===== src/rtl/imem_loader.sv =====
// Byte-stream loader for the instruction ROM: assembles little-endian words and holds the CPU in reset until done.
// Optional trailing XOR checksum byte enabled by defining IMEM_LOADER_CHECKSUM_EN.
module imem_loader #(
    parameter int ADDR_WIDTH = 8
) (
    input  logic                  clk,
    input  logic                  rst,
    input  logic                  start,
    input  logic [7:0]            in_data,
    input  logic                  in_valid,
    output logic                  in_ready,
    output logic                  we,
    output logic [ADDR_WIDTH-1:0] waddr,
    output logic [31:0]           wdata,
    output logic                  busy,
    output logic                  done,
    output logic                  err,
    output logic                  cpu_rst_hold
);

`ifdef IMEM_LOADER_CHECKSUM_EN
    typedef enum logic [2:0] {IDLE, LEN_LO, LEN_HI, DATA, WRITE, DONE, ERR, CHK} state_t;
    localparam state_t AFTER_LAST = CHK;
`else
    typedef enum logic [2:0] {IDLE, LEN_LO, LEN_HI, DATA, WRITE, DONE, ERR} state_t;
    localparam state_t AFTER_LAST = DONE;
`endif

    state_t      state, next;
    logic [15:0] len;
    logic [1:0]  byte_idx;
    logic        accept;
    logic [15:0] len_full;
    logic        too_big;
    logic        last_word;
`ifdef IMEM_LOADER_CHECKSUM_EN
    logic [7:0]  csum;
`endif

    assign accept    = in_valid & in_ready;
    assign len_full  = {in_data, len[7:0]};
    assign too_big   = 32'(len_full) > (32'd1 << ADDR_WIDTH);
    // waddr doubles as the words-written counter: the last word sits at N-1
    assign last_word = 32'(waddr) == (32'(len) - 32'd1);

    always_ff @(posedge clk or negedge rst) begin
        if (!rst) state <= IDLE;
        else      state <= next;
    end

    always_comb begin
        next         = state;
        in_ready     = 1'b0;
        we           = 1'b0;
        busy         = 1'b1;
        done         = 1'b0;
        err          = 1'b0;
        cpu_rst_hold = 1'b1;
        case (state)
            IDLE: begin
                busy = 1'b0;
                if (start) next = LEN_LO;
            end
            LEN_LO: begin
                in_ready = 1'b1;
                if (accept) next = LEN_HI;
            end
            LEN_HI: begin
                in_ready = 1'b1;
                if (accept) begin
                    if (too_big)            next = ERR;
                    else if (len_full == '0) next = AFTER_LAST;
                    else                    next = DATA;
                end
            end
            DATA: begin
                in_ready = 1'b1;
                if (accept && byte_idx == 2'd3) next = WRITE;
            end
            WRITE: begin
                we   = 1'b1;
                next = last_word ? AFTER_LAST : DATA;
            end
`ifdef IMEM_LOADER_CHECKSUM_EN
            CHK: begin
                in_ready = 1'b1;
                if (accept) next = (in_data == csum) ? DONE : ERR;
            end
`endif
            DONE: begin
                busy         = 1'b0;
                done         = 1'b1;
                cpu_rst_hold = 1'b0;
                if (start) next = LEN_LO;
            end
            ERR: begin
                busy = 1'b0;
                err  = 1'b1;
                if (start) next = LEN_LO;
            end
            default: next = IDLE;
        endcase
    end

    always_ff @(posedge clk or negedge rst) begin
        if (!rst) begin
            len      <= '0;
            byte_idx <= '0;
            waddr    <= '0;
            wdata    <= '0;
`ifdef IMEM_LOADER_CHECKSUM_EN
            csum     <= '0;
`endif
        end else begin
            case (state)
                LEN_LO: if (accept) len[7:0] <= in_data;
                LEN_HI: begin
                    if (accept) begin
                        len[15:8] <= in_data;
                        waddr     <= '0;
                        byte_idx  <= '0;
`ifdef IMEM_LOADER_CHECKSUM_EN
                        csum      <= '0;
`endif
                    end
                end
                DATA: begin
                    if (accept) begin
                        wdata[{byte_idx, 3'b000} +: 8] <= in_data;
                        byte_idx <= byte_idx + 2'd1;
`ifdef IMEM_LOADER_CHECKSUM_EN
                        csum     <= csum ^ in_data;
`endif
                    end
                end
                WRITE: if (!last_word) waddr <= waddr + 1'b1;
                default: ;
            endcase
        end
    end

endmodule


===== config.mk =====
export PLATFORM = sky130hd
export DESIGN_NAME = imem_loader
export DESIGN_NICKNAME = d
export VERILOG_FILES = /design/src/rtl/imem_loader.sv
export SDC_FILE = /design/constraint.sdc
export NUM_CORES = 1
export LEC_CHECK = 0
export ABC_AREA = 1
export BUFFER_PORTS_ARGS = -buffer_cell sky130_fd_sc_hd__buf_2
export CORE_ASPECT_RATIO = 0.5
export CORE_MARGIN = 8
export CORE_UTILIZATION = 42
export DETAILED_ROUTE_END_ITERATION = 16
export GPL_TIMING_DRIVEN = 0
export HOLD_SLACK_MARGIN = 0.08
export PLACE_DENSITY_LB_ADDON = 0.15
export REMOVE_ABC_BUFFERS = 1
export SYNTH_ARGS = -nofsm -noshare
export SYNTH_HDL_FRONTEND = slang
export SYNTH_SLANG_ARGS = --single-unit
export TNS_END_PERCENT = 5

===== constraint.sdc =====
create_clock -name clk -period 5.1 [get_ports clk]
set_input_delay 0.51 -clock clk [delete_from_list [all_inputs] [get_ports clk]]
set_output_delay 0.51 -clock clk [all_outputs]
set_load 0.1 [all_outputs]

==> results.json, run 1 <==
{
  "synth_edf_count": 0,
  "postSynthAreaPerCell_um2": 7.42,
  "cp_data_arrival_time_ns": 1.92,
  "die-area_um2": 11700,
  "place_ws_ns": 2.88,
  "max_freq_ghz": 0.411,
  "root_buffer": "clkbuf_16",
  "critPathLaunchType": "register",
  "hold_buffers": 0,
  "finalSetupViolCount": 0,
  "n_antenna_cell": 0,
  "worst_pin_slew_ns": 0.774,
  "status": "completed",
  "die_h_um": 80.6,
  "nets": 552,
  "synth_top_cells_by_area": "dfrtp_1 44%, nand2_1 14%, nor2_1 6.9%",
  "skew_ns": 0.0102,
  "htree_levels": 3,
  "period_share_pct": 47.7,
  "grt_remaining_overflow": 0,
  "io_pins": 58,
  "synth_ff_type": "dfrtp_1",
  "grt_pass1_vias": 3023,
  "ys_types": 26,
  "grt_pass1_wl_um": 14600,
  "vias_per_cell": 4.78,
  "core_um2": 8060,
  "report.final.hold_viol_count": 0,
  "clk_pin_slew_worst_paths_ns": 0.06,
  "crit_end": "we",
  "reg2reg_setup_slack_ns": 2.88,
  "io_buffers": 57,
  "cts_tree": "done",
  "synth_top_area_share_pct": 43.6,
  "initial_utilization_pct": 43.5,
  "insertion_delay_ns": 0.33,
  "hp-class": "primary input to async pin",
  "path_max_fanout": 7,
  "reg2reg_depth": 15,
  "cts_buffers": 9,
  "rows": 23,
  "drive_gt1_share_pct": 18.1,
  "maxSlewViolCount": 0,
  "grt.total_usage_pct": 15.4,
  "wl_um": 8650,
  "drt-pass1-iter-count": 4,
  "r2r-start": "len[0]",
  "worstPathRequired_ns": 4.59,
  "vias": 3105,
  "max-slew-margin-rel_pct": 48.4,
  "routedWlPerCell_um": 13.3,
  "grt_max_degree": 62,
  "crit_type": "register to output port",
  "clock_path_buffers": 2,
  "synth_top_area_cell": "dfrtp_1",
  "rsz0062_at_grt": "no",
  "worstReg2RegEnd": "state[1]",
  "synthTopCellsByCount": "132 x nand2_1, 64 x nor2_1, 61 x dfrtp_1",
  "ant_nets": 0,
  "synth-async-reset-ratio_pct": 100,
  "syn-cell-area_um2": 3500,
  "drtIter0Drc": 163,
  "synth.most_common_cell": "nand2_1",
  "cts_sinks": 61,
  "cts_setup_buffers": 0,
  "cap_viol_max_count": 0,
  "fin_crit_ns": 2.43,
  "yosys_warnings": 0,
  "setup_slack_ns": 2.67,
  "cp-end-kind": "output port",
  "antenna_found_initial": 0,
  "dp_hpwl_um": 6230,
  "timing.hold.ws_ns": 0.245,
  "drc": 0,
  "postCtsResizedCells": 0,
  "place_congestion": 0.806,
  "syn_inst": 472,
  "seq_area_frac_synth_pct": 43.6,
  "die_x_um": 145,
  "worstSetupStartpoint": "state[0]",
  "yosys_register_bits": 61,
  "nFillCells": 801,
  "syn_to_final_growth_pct": 20.5
}
[registers in the layout, indices dropped and copies added, names as in the netlist]
register / flops
wdata: 32
len: 16
waddr: 8
state: 3
byte_idx: 2
[placed cells by master (no fill, tap or decap), drive strengths merged, types with 7 or more instances in the layout]
cell,count
nand2,138
nor2,79
dfrtp,61
inv,58
buf,57
nand3,29
a21oi,28
o21ai,27
clkbuf,11
nand4,10
xor2,9
ha,8
xnor2,7
[through the flow]
step,std cells,util (%),setup TNS (ns),instance area (um^2)
6_report,649,52.4,0,4220
3_5_place_dp,633,48.2,0,3880
3_3_place_gp,633,48.2,0,3880
5_1_grt,649,52.4,0,4220
2_1_floorplan,464,-,-0.0702,3460
4_1_cts,649,52.3,0,4220
[how the worst min path moves through the flow]
| stage | start | to | cells after the start |
|---|---|---|---|
| 3_5_place_dp | wdata[31] | wdata[31] | 2 |
| 6_report | rst | wdata[20] | 1 |
| 3_3_place_gp | wdata[31] | wdata[31] | 2 |
| 5_1_grt | rst | wdata[20] | 1 |
| 2_1_floorplan | rst | byte_idx[0] | 0 |
| 4_1_cts | in_data[5] | wdata[21] | 3 |
[worst max-delay path, cell delays in order (launching register included)]
cell and delay [ns]:
dfrtp_1 0.43, nor2_1 0.15, inv_1 0.07, nor2_1 0.41, buf_2 0.53
[cells by family (layout without fill, tap and decap cells)]
group,Yosys count,in the layout,share of synthesized area [%]
AO/OA/AOI/OAI,58,58,8.47
buffers and inverters,65,130,7.36
adder cells (fa/ha/maj),8,8,2.86
XOR/XNOR,16,16,4.00
flip-flops,61,61,43.6
AND/OR/NAND/NOR,264,264,33.7
[layout make-up]
class                   count  area (um^2)  area share [%]
repair buffers             57          288            6.82
clock inverters             5         81.3            1.93
flip-flops and latches     61         1530            36.2
well taps                 112          140            3.32
clock buffers              11          253            5.99
multi-input cells         346         1720            40.7
inverters                  57          214            5.07
[routing by layer]
layer	track usage (%)	part of all wire (%)
met5	0	0
met4	5.36	0.71
met3	4.99	4.2
met2	25.9	46
met1	18.4	49
Power of run 1 is left out: the tool's default activity adds up to more than one toggle a clock period on the data nets, which glitch-free logic cannot reach.
==> inputs of run 2 (changes only) <==
clock period = 2 ns   (was 5.1 ns; I/O delays follow)
==> run 2 against run 1 <==
Against the previous run: final cell count increased by 0.92%; die area unchanged; critical path depth increased by 10; core utilization increased by 1.7 points; count of clock-buffer cells in the layout unchanged; first-iteration DRC count decreased by 13%; highest routed layer unchanged; global-route usage increased by 0.074 points; flip-flop and latch count unchanged; hold slack got worse by 0.089 ns.
==> results.json, run 2 (synthesis results as in run 1) <==
{
  "place_ws_ns": -0.217,
  "finalSetupViolCount": 0,
  "routedWlPerCell_um": 13.4,
  "htree_levels": 3,
  "grt_pass1_vias": 3026,
  "regArea_um2": 1540,
  "critPathSlowestCell": "dfrtp_2",
  "period_share_pct": 96.2,
  "drc": 0,
  "cp_data_arrival_time_ns": 2.19,
  "initial_utilization_pct": 43.5,
  "ant_nets": 0,
  "vias": 3126,
  "vias_per_cell": 4.77,
  "drtIter0Drc": 142,
  "worstPathRequired_ns": 2.26,
  "antenna_found_initial": 0,
  "rows": 23,
  "grt_remaining_overflow": 0,
  "die_x_um": 145,
  "rsz0062_at_grt": "yes",
  "largest_reg_flops": 32,
  "drive_gt1_share_pct": 22.7,
  "post_dp_cell_area_um2": 3880,
  "cp-end-kind": "register",
  "report.final.hold_viol_count": 0,
  "final_cell_mix": "130 x nand2_1, 58 x nor2_1, 54 x inv_1, 54 x buf_2, 53 x dfrtp_1",
  "clk_pin_slew_worst_paths_ns": 0.06,
  "path_max_fanout": 8,
  "largest_register": "wdata",
  "nets": 558,
  "skew_ns": 0.00747,
  "tns_ns": 0,
  "cp_cell_sequence": "inv_2 > ha_4 > nand2_4 > nor2_4 > nand2_1 > nand2_1 > nand2_1 > nor2_1 > nand2_2 > nor2_4 > nand3_4 > nand2_4 > nand2_1 > nand2_1",
  "cts_buffers": 9,
  "path_buf_inv": 1,
  "cts_tree": "done",
  "die_h_um": 80.6,
  "reg.largest.list": "wdata x32, len x16, waddr x8",
  "insertion_delay_ns": 0.33,
  "critPathLaunchType": "register",
  "final_cell_area_um2": 4360,
  "syn_to_final_growth_pct": 24.4,
  "cts_sinks": 61,
  "n_antenna_cell": 0,
  "path_common_cell": "nand2_1",
  "root_buffer": "clkbuf_16",
  "die-area_um2": 11700,
  "path_delay_family": "simple AND/OR/NAND/NOR gates",
  "max_freq_ghz": 0.520,
  "cap_viol_max_count": 0,
  "crit_type": "register to register",
  "maxSlewViolCount": 0,
  "layout_commonest_cell": "nand2_1",
  "nFillCells": 786,
  "setup_slack_ns": 0.0764,
  "fin_crit_ns": 1.92,
  "grt_max_degree": 62,
  "io_buffers": 57,
  "worst_pin_slew_ns": 0.781,
  "status": "completed",
  "clock_path_buffers": 2,
  "hp-class": "primary input to register",
  "critPathMaxStageDelay_ns": 0.44,
  "grt.total_usage_pct": 15.4,
  "dp_hpwl_um": 6230,
  "grt_pass1_wl_um": 14600,
  "place_congestion": 0.806,
  "core_um2": 8060,
  "max-slew-margin-rel_pct": 47.9,
  "multi_input_area_um2": 1790,
  "wl_um": 8810,
  "io_pins": 58,
  "drt-pass1-iter-count": 6
}
==> run 2: cell count changes in the layout (fill, tap and decap cells not counted), moves of 5 or more <==
cell,delta
dfrtp_2,+8
dfrtp_1,-8
buf_4,+6
nor2_4,+5
nor2_1,-6
==> run 2: area by class of cell <==
| cell class | instances | share of cell area, % |
|---|---|---|
| tap | 112 | 3.22 |
| clock inverter | 5 | 1.87 |
| timing repair buffer | 63 | 7.90 |
| sequential | 61 | 35.3 |
| inverter | 57 | 4.97 |
| multi-input combinational | 346 | 41.0 |
| clock buffer | 11 | 5.80 |
==> run 2: repair_timing <==
action,CTS,global route
hold endpoints to repair,0,61
pin swaps,0,3
gates cloned,0,0
resized for setup,10,21
endpoints found under the setup margin,41,33
hold buffers,0,1
setup buffers,0,5
==> run 2: stage by stage <==
step           hold WS, ns  cells  util, %
2_1_floorplan      -0.0956    464        -
3_3_place_gp         0.491    633     48.2
3_5_place_dp         0.491    633     48.2
4_1_cts              0.140    649     52.7
5_1_grt              0.167    655     54.1
6_report             0.156    655     54.1
==> run 2: tightest hold or removal path: stages <==
cell     delay [ns]
buf_2          0.13
nand2_1        0.06
a21oi_1        0.05
==> run 2: routing by layer <==
layer  global-route usage [%]  share of wire, %  wire length [um]  vias to the layer above
li1                         -                 -                 -                     1621
met1                     18.5                48              4270                     1449
met2                     26.1                46              4040                       50
met3                     4.99               4.7               411                        6
met4                     5.36              0.97                85                        0
met5                        0                 0                 0                        -
==> run 2: worst paths after layout <==
path | slack, ns | startpoint | end | cells past startpoint
worst min-delay path | 0.16 | in_data[5] | wdata[21] | 3
worst max-delay path | 0.08 | len[1] | waddr[1] | 14
worst min register to register | 0.50 | wdata[31] | wdata[31] | 2
worst max register to register | 0.08 | len[1] | waddr[1] | 14
min in group asynchronous | 0.48 | rst | wdata[20] | 2
max in group asynchronous | 0.94 | rst | len[0] | 2
Power of run 2 is left out for the same reason.
==> inputs of run 3 (changes only) <==
CORE_ASPECT_RATIO = default   (was 0.5)
==> run 3 against run 2 <==
Against the previous run: design area is 2.3% lower; critical path depth shrank 2; setup slack got worse by 0.046 ns; maximum frequency fell by 2.3%; sequential share of layout area grew 0.84 points; first-iteration DRC count decreased by 34%; global-route usage grew 0.38 points; hold slack got worse by 0.0017 ns.
==> results.json, run 3 (synthesis results as in run 1) <==
{
  "vias": 3205,
  "final_cell_mix": "130 x nand2_1, 55 x nor2_1, 54 x inv_1, 54 x buf_2, 53 x dfrtp_1",
  "reg.largest.list": "wdata x32, len x16, waddr x8",
  "critPathSlowestCell": "dfrtp_1",
  "die_h_um": 107,
  "cap_viol_max_count": 0,
  "report.final.hold_viol_count": 0,
  "critPathLaunchType": "register",
  "skew_ns": 0.00730,
  "maxSlewViolCount": 0,
  "grt_remaining_overflow": 0,
  "place_congestion": 0.860,
  "fin_crit_ns": 1.97,
  "largest_register": "wdata",
  "grt_pass1_vias": 3103,
  "routedWlPerCell_um": 13.4,
  "root_buffer": "clkbuf_8",
  "cp-end-kind": "register",
  "largest_reg_flops": 32,
  "ant_nets": 0,
  "nets": 563,
  "finalSetupViolCount": 0,
  "clock_path_buffers": 2,
  "cts_tree": "done",
  "n_antenna_cell": 0,
  "rsz0062_at_grt": "yes",
  "period_share_pct": 98.5,
  "fin_util_pct": 52.3,
  "io_buffers": 57,
  "drt-pass1-iter-count": 7,
  "worst_pin_slew_ns": 0.796,
  "worstPathRequired_ns": 2.23,
  "drive_gt1_share_pct": 23.9,
  "path_common_cell": "nand2_1",
  "syn_to_final_growth_pct": 21.5,
  "dp_hpwl_um": 6400,
  "worstSetupStartpoint": "len[1]",
  "htree_levels": 3,
  "max_freq_ghz": 0.508,
  "timing.hold.ws_ns": 0.154,
  "layout_commonest_cell": "nand2_1",
  "min_from": "in_data[4]",
  "path_max_fanout": 4,
  "status": "completed",
  "max-slew-margin-rel_pct": 46.9,
  "grt.total_usage_pct": 15.8,
  "grt_pass1_wl_um": 14800,
  "nFillCells": 800,
  "hp-class": "primary input to register",
  "io_pins": 58,
  "wl_um": 8750,
  "critPathMaxStageDelay_ns": 0.42,
  "die_x_um": 107,
  "cp_data_arrival_time_ns": 2.19,
  "crit_type": "register to register",
  "drc": 0,
  "clk_pin_slew_worst_paths_ns": 0.08,
  "cp_cell_sequence": "inv_2 > ha_4 > buf_4 > xnor2_1 > xor2_1 > nand4_1 > nor2_4 > nand2_1 > nand2_1 > nand2_1 > nand2_1 > nand2_1",
  "vias_per_cell": 4.91,
  "drtIter0Drc": 94,
  "die-area_um2": 11500,
  "final_cell_area_um2": 4260,
  "cts_sinks": 61,
  "grt_max_degree": 62,
  "insertion_delay_ns": 0.33,
  "initial_utilization_pct": 43.1,
  "cts_buffers": 9,
  "core_um2": 8130,
  "post_dp_cell_area_um2": 3870,
  "rows": 33,
  "antenna_found_initial": 0,
  "r2r-start": "len[1]"
}
-- run 3: changes by cell type in the layout (fill, tap and decap cells not counted), sizes merged --
cell | previous run | this run
buf | 62 | 67
clkbuf | 11 | 9
inv | 58 | 57
clkinvlp | 1 | 2
clkinv | 1 | 4
bufinv | 2 | 1
-- run 3: timing repair --
item | CTS | global route
pin swaps | 1 | 11
gates resized for setup | 7 | 26
setup endpoints to repair | 32 | 44
setup buffers | 0 | 10
endpoints found under the hold margin | 0 | 61
hold buffers | 0 | 1
-- run 3: per-stage QoR --
step	setup WS [ns]	setup TNS (ns)	instances
global route	-0.0994	-1.15	653
CTS	-0.192	-2.21	642
detailed placement	-0.237	-4.22	626
global placement	-0.182	-3.32	626
floorplan	-3.17	-20.06	464
finish	0.0305	0	653
-- run 3: worst max-delay path: cells and delay by family, from the launching register on --
| family | cells | cell delay (ns) |
|---|---|---|
| DFF | 1 | 0.42 |
| adders and majority gates | 1 | 0.18 |
| xor gates and xnor gates | 2 | 0.36 |
| and+or+nand+nor | 7 | 0.68 |
| buffers and inverters | 2 | 0.22 |
-- run 3: final timing paths --
kind | slack, ns | depth (start not counted) | end
min in group asynchronous | 0.47 | 2 | wdata[17]
min | 0.15 | 3 | wdata[20]
min reg2reg | 0.51 | 2 | len[15]
max in group asynchronous | 0.92 | 2 | len[3]
max reg2reg | 0.03 | 12 | state[1]
max | 0.03 | 12 | state[1]
-- run 3: final cells by class --
cell class                 count  area (um^2)  area share, %
multi-input combinational    346         1790           42.1
sequential                    61         1540           36.1
timing repair buffer          68          378           8.88
inverter                      57          216           5.09
tap                          105          131           3.09
clock buffer                   9          124           2.91
clock inverter                 7         76.3           1.79
-- run 3: routing by layer --
layer	track usage, %	part of all wire, %
met1	19.4	45
met2	26.5	51
met3	3.29	3.4
met4	6.13	0.86
met5	0	0
Power of run 3 is left out for the same reason.
